### config.mk
export PLATFORM = sky130hd
export DESIGN_NAME = dot_matrix_scanner
export DESIGN_NICKNAME = d
export VERILOG_FILES = /design/src/rtl/dot_matrix_scanner_pkg.sv /design/src/rtl/dot_matrix_scanner_scan_timer.sv /design/src/rtl/dot_matrix_scanner.sv
export SDC_FILE = /design/constraint.sdc
export NUM_CORES = 1
export LEC_CHECK = 0
export BUFFER_PORTS_ARGS = -buffer_cell sky130_fd_sc_hd__clkbuf_2
export CAP_MARGIN = 0
export CORE_MARGIN = 1
export CORE_UTILIZATION = 45
export CTS_CLUSTER_SIZE = 10
export DETAILED_ROUTE_END_ITERATION = 10
export GPL_TIMING_DRIVEN = 0
export PLACE_DENSITY = 0.63
export RECOVER_POWER = 100
export SYNTH_ARGS = -nofsm -noshare
export SYNTH_HDL_FRONTEND = slang
export SYNTH_HIERARCHICAL = 1
export SYNTH_SLANG_ARGS = --single-unit
### constraint.sdc
create_clock -name i_clock -period 5.61 [get_ports i_clock]
set_input_delay 0.561 -clock i_clock [delete_from_list [all_inputs] [get_ports i_clock]]
set_output_delay 0.561 -clock i_clock [all_outputs]
set_load 0.02 [all_outputs]
### src/rtl/dot_matrix_scanner_pkg.sv
// rtl/dot_matrix_scanner_pkg.sv - shared constants, phase type and row-pin helpers
// Purpose: matrix geometry and row polarity helpers. The pattern generator
//          uses the same geometry.
// Ports:   none (package)
package dot_matrix_scanner_pkg;

  localparam int ROWS  = 8;
  localparam int COLS  = 8;
  localparam int ROW_W = 3;

  typedef enum logic [1:0] {
    PH_BLANK = 2'd0,
    PH_ON    = 2'd1,
    PH_OFF   = 2'd2
  } phase_e;

  // All row pins in their inactive state.
  function automatic logic [ROWS-1:0] row_off(input bit active_low);
    return active_low ? {ROWS{1'b1}} : {ROWS{1'b0}};
  endfunction

  // Only the pin for 'row' is active. The polarity follows active_low.
  function automatic logic [ROWS-1:0] row_on(input logic [ROW_W-1:0] row, input bit active_low);
    logic [ROWS-1:0] onehot;
    onehot = ROWS'(1) << row;
    return active_low ? ~onehot : onehot;
  endfunction

endpackage

### src/rtl/dot_matrix_scanner_scan_timer.sv
// rtl/dot_matrix_scanner_scan_timer.sv - row period counter, row sequencer and phase decode
// Purpose: produces the in-row cycle count, the row index, the frame pulse and
//          the BLANK/ON/OFF phase of the current cycle.
// Ports:   i_clock, i_reset_n (sync, active-low)
//          i_bright      : brightness latched for the current row
//          o_row_count   : row currently requested from the generator
//          o_frame_done  : 1-cycle pulse on the row 7->0 wrap
//          o_capture     : high on the last blank cycle (the capture edge follows it)
//          o_phase       : phase decode of the current cycle
module dot_matrix_scanner_scan_timer
  import dot_matrix_scanner_pkg::*;
#(
  parameter int SCAN_DIV     = 2500,
  parameter int BLANK_CYCLES = 4
) (
  input  logic             i_clock,
  input  logic             i_reset_n,
  input  logic [2:0]       i_bright,
  output logic [ROW_W-1:0] o_row_count,
  output logic             o_frame_done,
  output logic             o_capture,
  output phase_e           o_phase
);

  localparam int CNT_W = (SCAN_DIV > 1) ? $clog2(SCAN_DIV) : 1;
  localparam int SLICE = (SCAN_DIV - BLANK_CYCLES) / 8;
  localparam logic [CNT_W-1:0] CNT_LAST  = CNT_W'(SCAN_DIV - 1);
  localparam logic [CNT_W-1:0] BLANK_END = CNT_W'(BLANK_CYCLES);
  localparam logic [CNT_W-1:0] CAP_AT    = CNT_W'(BLANK_CYCLES - 1);

  logic [CNT_W-1:0] r_cnt;
  logic [ROW_W-1:0] r_row;
  logic             r_frame_done;
  logic             w_wrap;
  logic [CNT_W:0]   w_on_end;

  assign w_wrap = (r_cnt == CNT_LAST);

  // The ON window ends at BLANK + SLICE*(bright+1). One extra bit holds the
  // full-row case, where the end equals SCAN_DIV.
  assign w_on_end = (CNT_W+1)'(BLANK_CYCLES)
                  + (CNT_W+1)'(SLICE) * (CNT_W+1)'(i_bright)
                  + (CNT_W+1)'(SLICE);

  always_ff @(posedge i_clock) begin
    if (!i_reset_n) begin
      r_cnt        <= '0;
      r_row        <= '0;
      r_frame_done <= 1'b0;
    end else begin
      r_cnt        <= w_wrap ? '0 : r_cnt + CNT_W'(1);
      if (w_wrap) r_row <= r_row + ROW_W'(1);
      r_frame_done <= w_wrap && (r_row == ROW_W'(ROWS - 1));
    end
  end

  always_comb begin
    o_phase = PH_OFF;
    if (r_cnt < BLANK_END)              o_phase = PH_BLANK;
    else if ({1'b0, r_cnt} < w_on_end)  o_phase = PH_ON;
  end

  assign o_capture    = (r_cnt == CAP_AT);
  assign o_row_count  = r_row;
  assign o_frame_done = r_frame_done;

endmodule

### src/rtl/dot_matrix_scanner.sv
// rtl/dot_matrix_scanner.sv - 8x8 LED matrix row-scan driver with ghost blanking and PWM
// Purpose: steps through rows 0..7 and latches the generator's column pattern
//          once per row. It drives the row and column pins from registers.
// Ports:   i_clock, i_reset_n (sync, active-low)
//          i_dot_col[7:0]     : column pattern for o_row_count (1 = LED on)
//          i_brightness[2:0]  : PWM level, 0 = 1/8 on-time, 7 = full
//          i_display_en       : 0 blanks the outputs; scanning continues
//          o_row_count[2:0]   : row requested from the generator
//          o_dot_row[7:0]     : row select pins (polarity per ROW_ACTIVE_LOW)
//          o_dot_col_out[7:0] : column pins, active-high
//          o_frame_done       : 1-cycle pulse on the 7->0 row wrap
module dot_matrix_scanner
  import dot_matrix_scanner_pkg::*;
#(
  parameter int SCAN_DIV       = 2500,
  parameter int BLANK_CYCLES   = 4,
  parameter int ROW_ACTIVE_LOW = 1
) (
  input  logic             i_clock,
  input  logic             i_reset_n,
  input  logic [COLS-1:0]  i_dot_col,
  input  logic [2:0]       i_brightness,
  input  logic             i_display_en,
  output logic [ROW_W-1:0] o_row_count,
  output logic [ROWS-1:0]  o_dot_row,
  output logic [COLS-1:0]  o_dot_col_out,
  output logic             o_frame_done
);

  localparam bit ACTIVE_LOW = (ROW_ACTIVE_LOW != 0);

  logic [COLS-1:0]  r_col;
  logic [2:0]       r_bright;
  logic [ROWS-1:0]  r_dot_row;
  logic [COLS-1:0]  r_dot_col_out;
  logic [ROW_W-1:0] w_row;
  logic             w_capture;
  phase_e           w_phase;

  dot_matrix_scanner_scan_timer #(
    .SCAN_DIV     (SCAN_DIV),
    .BLANK_CYCLES (BLANK_CYCLES)
  ) u_scan_timer (
    .i_clock      (i_clock),
    .i_reset_n    (i_reset_n),
    .i_bright     (r_bright),
    .o_row_count  (w_row),
    .o_frame_done (o_frame_done),
    .o_capture    (w_capture),
    .o_phase      (w_phase)
  );

  // Pattern and brightness are sampled once, at the end of the blank window.
  // This gives the generator BLANK_CYCLES clocks to settle after a row change.
  // Mid-row input changes therefore only show on the next row.
  always_ff @(posedge i_clock) begin
    if (!i_reset_n) begin
      r_col         <= '0;
      r_bright      <= '0;
      r_dot_row     <= row_off(ACTIVE_LOW);
      r_dot_col_out <= '0;
    end else begin
      if (w_capture) begin
        r_col    <= i_dot_col;
        r_bright <= i_brightness;
      end
      if ((w_phase == PH_ON) && i_display_en) begin
        r_dot_row     <= row_on(w_row, ACTIVE_LOW);
        r_dot_col_out <= r_col;
      end else begin
        r_dot_row     <= row_off(ACTIVE_LOW);
        r_dot_col_out <= '0;
      end
    end
  end

  assign o_row_count   = w_row;
  assign o_dot_row     = r_dot_row;
  assign o_dot_col_out = r_dot_col_out;

endmodule

After elaboration in Yosys (flattened, before gate mapping):

Index checks and enable logic that the tools add are counted.
Widths: inputs -> output; s select.

* input bits: 14
* flip-flop bits (word level): 43
* word-level logic and storage cells: 27

* $lt $le $gt $ge: 2
* bitwise logic cells: 2
* shift operators: 1
* $mul: 1
* mux-type cells: 2
* equal/unequal tests: 4
* reductions and logical operators: 4
* add/subtract/negate cells: 4

Operators by type and width (number)
* $add 13x9->13 const B: 1
* $add 3x12->13 const A: 1
* $lt 12x13->1: 1
* $add 12x1->12 const B: 1
* $eq 12x12->1 const B: 1
* $eq 12x2->1 const B: 1
* $lt 12x3->1 const B: 1
* $mul 6x3->9 const A: 1
* $not 8->8: 1
* $shl 1x3->8 const A: 1
* $mux 2: 2
* $add 3x1->3 const B: 1
* $eq 3x3->1 const B: 1
* $eq 2x1->1 const B: 1
* $logic_and 1x1->1: 2
* $reduce_and 2->1: 1
* $reduce_or 2->1: 1
* $not 1->1: 1

Longest topological paths before layout:

* word-level depth: 9
* mapped depth: 18
* mapped depth without buffers: 17

By module:

The synthesis kept the hierarchy.

By module, submodules not included
* dot_matrix_scanner_scan_timer: cells an instance 145, area each 1288.7 um2, seq. area each 320.3 um2, times used 1
* dot_matrix_scanner: cells an instance 72, area each 880.8 um2, seq. area each 540.5 um2, times used 1

Least setup slack after synthesis:

Ideal clock, no wire load.

* path kind: register to register
* start: register r_bright[0]
* end: register r_dot_row[3] (netlist: o_dot_row[3])
* stages on the path, launching flop included: 19
* data required time: 5.465 ns
* arrival: 4.025 ns
* path slack: 1.440 ns
* period minus slack after synthesis: 4.170 ns
* path buffers: 1
* path through: dfxtp_1 -> inv_1 -> fa_1 -> inv_1 -> ha_1 -> fa_1 -> xor2_2 -> o211ai_1 -> mux2_2 -> o221ai_1 -> xnor2_1 -> ha_1 -> a21o_1 -> a21oi_1 -> o21ai_1 -> and3b_1 -> and4b_4 -> buf_8 -> nand4b_1

* longest elaborated chain between the ends: 9

RTL lines
* from (decl): line dot_matrix_scanner.sv:33 `logic [2:0] r_bright;`
* from (signal assigned): line dot_matrix_scanner.sv:65 `r_bright <= i_brightness;`
* $mul 6x3->9: line dot_matrix_scanner_scan_timer.sv:42 `+ (CNT_W+1)'(SLICE) * (CNT_W+1)'(i_bright)`
* $add 3x12->13: line dot_matrix_scanner_scan_timer.sv:42
* $add 13x9->13: line dot_matrix_scanner_scan_timer.sv:43 `+ (CNT_W+1)'(SLICE);`
* $lt 12x13->1: line dot_matrix_scanner_scan_timer.sv:60 `else if ({1'b0, r_cnt} < w_on_end) o_phase = PH_ON;`
* $mux 2: line dot_matrix_scanner_scan_timer.sv:60
* $mux 2: line dot_matrix_scanner_scan_timer.sv:59 `if (r_cnt < BLANK_END) o_phase = PH_BLANK;`
* net w_phase[1]: line dot_matrix_scanner.sv:38 `phase_e w_phase;`
* $eq 2x1->1: line dot_matrix_scanner.sv:67 `if ((w_phase == PH_ON) && i_display_en) begin`
* $logic_and 1x1->1: line dot_matrix_scanner.sv:67
* $reduce_and 2->1 (no source line)
* to (signal assigned): line dot_matrix_scanner.sv:60 `r_dot_row <= row_off(ACTIVE_LOW);`
* to (signal assigned): line dot_matrix_scanner.sv:68 `r_dot_row <= row_on(w_row, ACTIVE_LOW);`
* to (signal assigned): line dot_matrix_scanner.sv:71 `r_dot_row <= row_off(ACTIVE_LOW);`
* to (decl): line dot_matrix_scanner.sv:34 `logic [ROWS-1:0] r_dot_row;`

The timed path passes the listed nets, and every way through them passes these cells.
A chain may end at the register's enable or synchronous reset.

Worst setup path in the final report:

* start: register r_bright[0]
* end: register r_dot_row[7] (netlist: o_dot_row[7])

Same word-level chain as after synthesis.

==> results by group <==
Finish
  – Finished Cell Area: 2449 um2
  – # nets final: 293
  – Multi-input gate area: 1237 um2
  – Utilization after layout: 54.36%
  – Share of cells above drive strength 1: 9.302%
  – Sequential cell area: 860.8 um2
  – Synthesis-to-finish area growth: 12.86%
  – Fillers: 448
  – Number of diodes: 0

Global routing
  – Initial antenna violation count: 0
  – First-pass GRT wire length: 6.292 mm
  – Gr usage total: 15.76%
  – Largest net degree at the start of global routing: 16
  – GRT overflow: 0
  – Number of global-route vias before repair: 1367

Placed design
  – Placement Cell Area: 2400 um2
  – RD Place Congestion: 0.7523
  – HPWL after DPL: 2.752 mm
  – Input/output buffers: 33

Power
  – Reg power frac: 56.8%
  – Switching Share: 24.48%
  – Pwr/cell area: 225.8 nW/um2
  – Clk pwr share: 36.1%
  – P_int: 417.5 uW
  – Pleak: 1.047 nW
  – NetSw: 135.4 uW
  – Total power: 552.9 uW
  – Maximum VDD drop: 125.9 uV
  – Combinational Power Share: 7.0%

Detailed routing
  – 1st-pass router iterations: 4
  – DR WL/cell: 11.83 um
  – Vias per cell: 4.910
  – Remaining DRCs: 0
  – Antenna-violating nets left: 0
  – DR vias: 1522
  – WL final: 3.668 mm
  – DRT iter0 DRCs: 41

Setup path
  – Critical Path End Type: flop
  – Crit-path cells: inv_1, fa_1, inv_1, ha_1, fa_1, xor2_1, o211ai_1, mux2_2, o221ai_1, xnor2_1, ha_1, a21o_1, a21oi_1, o21ai_0, and3b_1, and4b_1, buf_8, nand4_1
  – Critical-path top delay cell: dfxtp_1
  – CP bufs+invs: 3
  – Crit Path Max Fanout: 11
  – CP peak stage delay: 0.58 ns
  – CP delay by family, top: adder cells
  – Worst R2R Setup Slack: 0.91 ns
  – Setup Crit Path Kind: reg -> reg
  – Arr. time, crit path: 4.86 ns
  – Crit start category: flop
  – Required time of the critical path: 5.77 ns

Die
  – Die W: 71.44 um
  – Cell Rows: 24
  – Core area: 4504 um2
  – Ports: 34
  – Die area: 5103 um2
  – Initial core utilization: 48.17%
  – Die height: 71.44 um

CTS
  – Post-CTS Setup Inserts: 0
  – Num CTS Buffers: 5
  – H-tree Lvls: 2
  – Register clock-pin slew on the reported worst setup and hold paths: 0.09 ns
  – CTS tree: built
  – Clock Path Buffers: 2
  – Cts hold-fix bufs: 0
  – Root Buffer: clkbuf_8
  – CTS Sinks: 43
  – Clk_lat worst skew: 0.30 ns
  – Post-CTS sizing: 0

Synth
  – Cells after synthesis: 217
  – Synth async-reset ratio: 0%
  – EDFF count, synth: 0
  – Flops & latches, synth: 43
  – Syn. warnings: 6
  – Largest area contributor in the synthesized netlist: dfxtp_1
  – Synth Flop Type: dfxtp_1
  – Most frequent cell after synthesis: dfxtp_1
  – Seq/Total Area, Yosys: 39.68%
  – Synth Area per Inst: 9.998 um2
  – Synth top cells by count: dfxtp_1 (43), ha_1 (19), nor2_1 (16)
  – Synthesized area: 2170 um2
  – Mapped Nets: 253
  – Number of distinct library cells after synthesis: 45
  – Leading post-synthesis cells by cell area: dfxtp_1 (40%), ha_1 (11%), mux2i_1 (6.0%)
  – Post-synth top area share: 39.68%

Timing
  – Period minus WS final: 4.702 ns
  – Peak Freq: 212.7 MHz
  – Setup TNS: 0 ns
  – Clock Skew: 0.006201 ns
  – # setup viols final: 0
  – Period utilisation layout: 83.81%
  – Fin. max-slew vios: 0
  – Relative slew slack: 50.64%
  – Unrepaired setup endpoints after global routing: no
  – Final Hold Viols: 0
  – Slew of the pin with the lowest slew margin: 0.7404 ns

Status
  – Status: completed

Run
  – Max-capacitance violation count: 0

Worst hold path
  – Type of the tightest min-delay check: reg -> reg
-- final timing paths --
check,end,cells after the start,start
worst min register to register,o_dot_col_out[7],1,r_col[7]
worst max register to register,o_dot_row[7],18,r_bright[0]
worst max-delay path,o_dot_row[7],18,r_bright[0]
worst min-delay path,o_dot_col_out[7],1,r_col[7]
-- through the flow --
stage          instances  setup WS (ns)  hold slack [ns]
2_1_floorplan        217          1.440           0.4261
3_3_place_gp         302          1.067           0.4305
3_5_place_dp         302          1.027           0.4381
4_1_cts              310          1.002           0.4595
5_1_grt              310         0.5055           0.4928
6_report             310         0.9083           0.4573
-- logic make-up (layout without fill, tap and decap cells) --
family                     Yosys count  count (layout)  synth area share (%)
AOI/OAI and AO/OA                   22              22                 6.459
xor gates and xnor gates            20              20                 8.420
adders and majority gates           22              22                 13.73
buffers and inverters               11              52                 2.653
DFF                                 43              43                 39.68
muxes                               14              14                 6.516
and+or+nand+nor                     85              85                 22.55
-- worst register-to-register path: stages (launching register included) --
cell and delay (ns):
dfxtp_1 0.58, inv_1 0.22, fa_1 0.57, inv_1 0.04, ha_1 0.22, fa_1 0.38
xor2_1 0.26, o211ai_1 0.13, mux2_2 0.29, o221ai_1 0.20, xnor2_1 0.15, ha_1 0.27
a21o_1 0.16, a21oi_1 0.13, o21ai_0 0.13, and3b_1 0.20, and4b_1 0.39, buf_8 0.16
nand4_1 0.09
-- power by group through the flow --
stage	Clock (mW)	Combinational, mW	Sequential [mW]
2_1_floorplan	0	0.0293	0.321
6_report	0.200	0.0389	0.314
4_1_cts	0.209	0.0406	0.314
3_3_place_gp	0	0.0397	0.321
3_5_place_dp	0	0.0406	0.322
5_1_grt	0.221	0.0447	0.315
-- state kept, by name, summed over array words and instances, names as in the netlist --
register,count
u_scan_timer/o_row_count,3
r_bright,3
u_scan_timer/o_frame_done,1
o_dot_col_out,8
u_scan_timer/r_cnt,12
r_col,8
o_dot_row,8
-- cell usage in the layout, fill, tap and decap left out, types with 7 or more instances in the layout --
cell	netlist	final
mux2i_1	13	13
inv_1	7	7
xor2_1	8	9
nor2_1	16	17
a21oi_1	7	7
dfxtp_1	43	43
nor2b_1	15	15
clkbuf_1	1	23
nand2_1	10	10
ha_1	19	19
and3_1	9	9
clkbuf_2	0	13
xnor2_1	11	11
-- area by class of cell --
type,instances,area share (%)
sequential,43,35.16
timing repair buffer,33,5.723
inverter,7,1.073
clock buffer,5,2.810
buffer,4,1.073
tap,52,2.657
clock inverter,3,0.9709
multi-input combinational,163,50.54
-- routing by layer --
layer,up-vias,share of wire [%],track usage [%]
met5,-,0,0
met4,0,1.0,5.333
met3,5,5.3,4.501
met2,31,42,23.60
met1,659,51,21.82
li1,827,-,-
No activity file was read; power rests on OpenSTA's default activity.
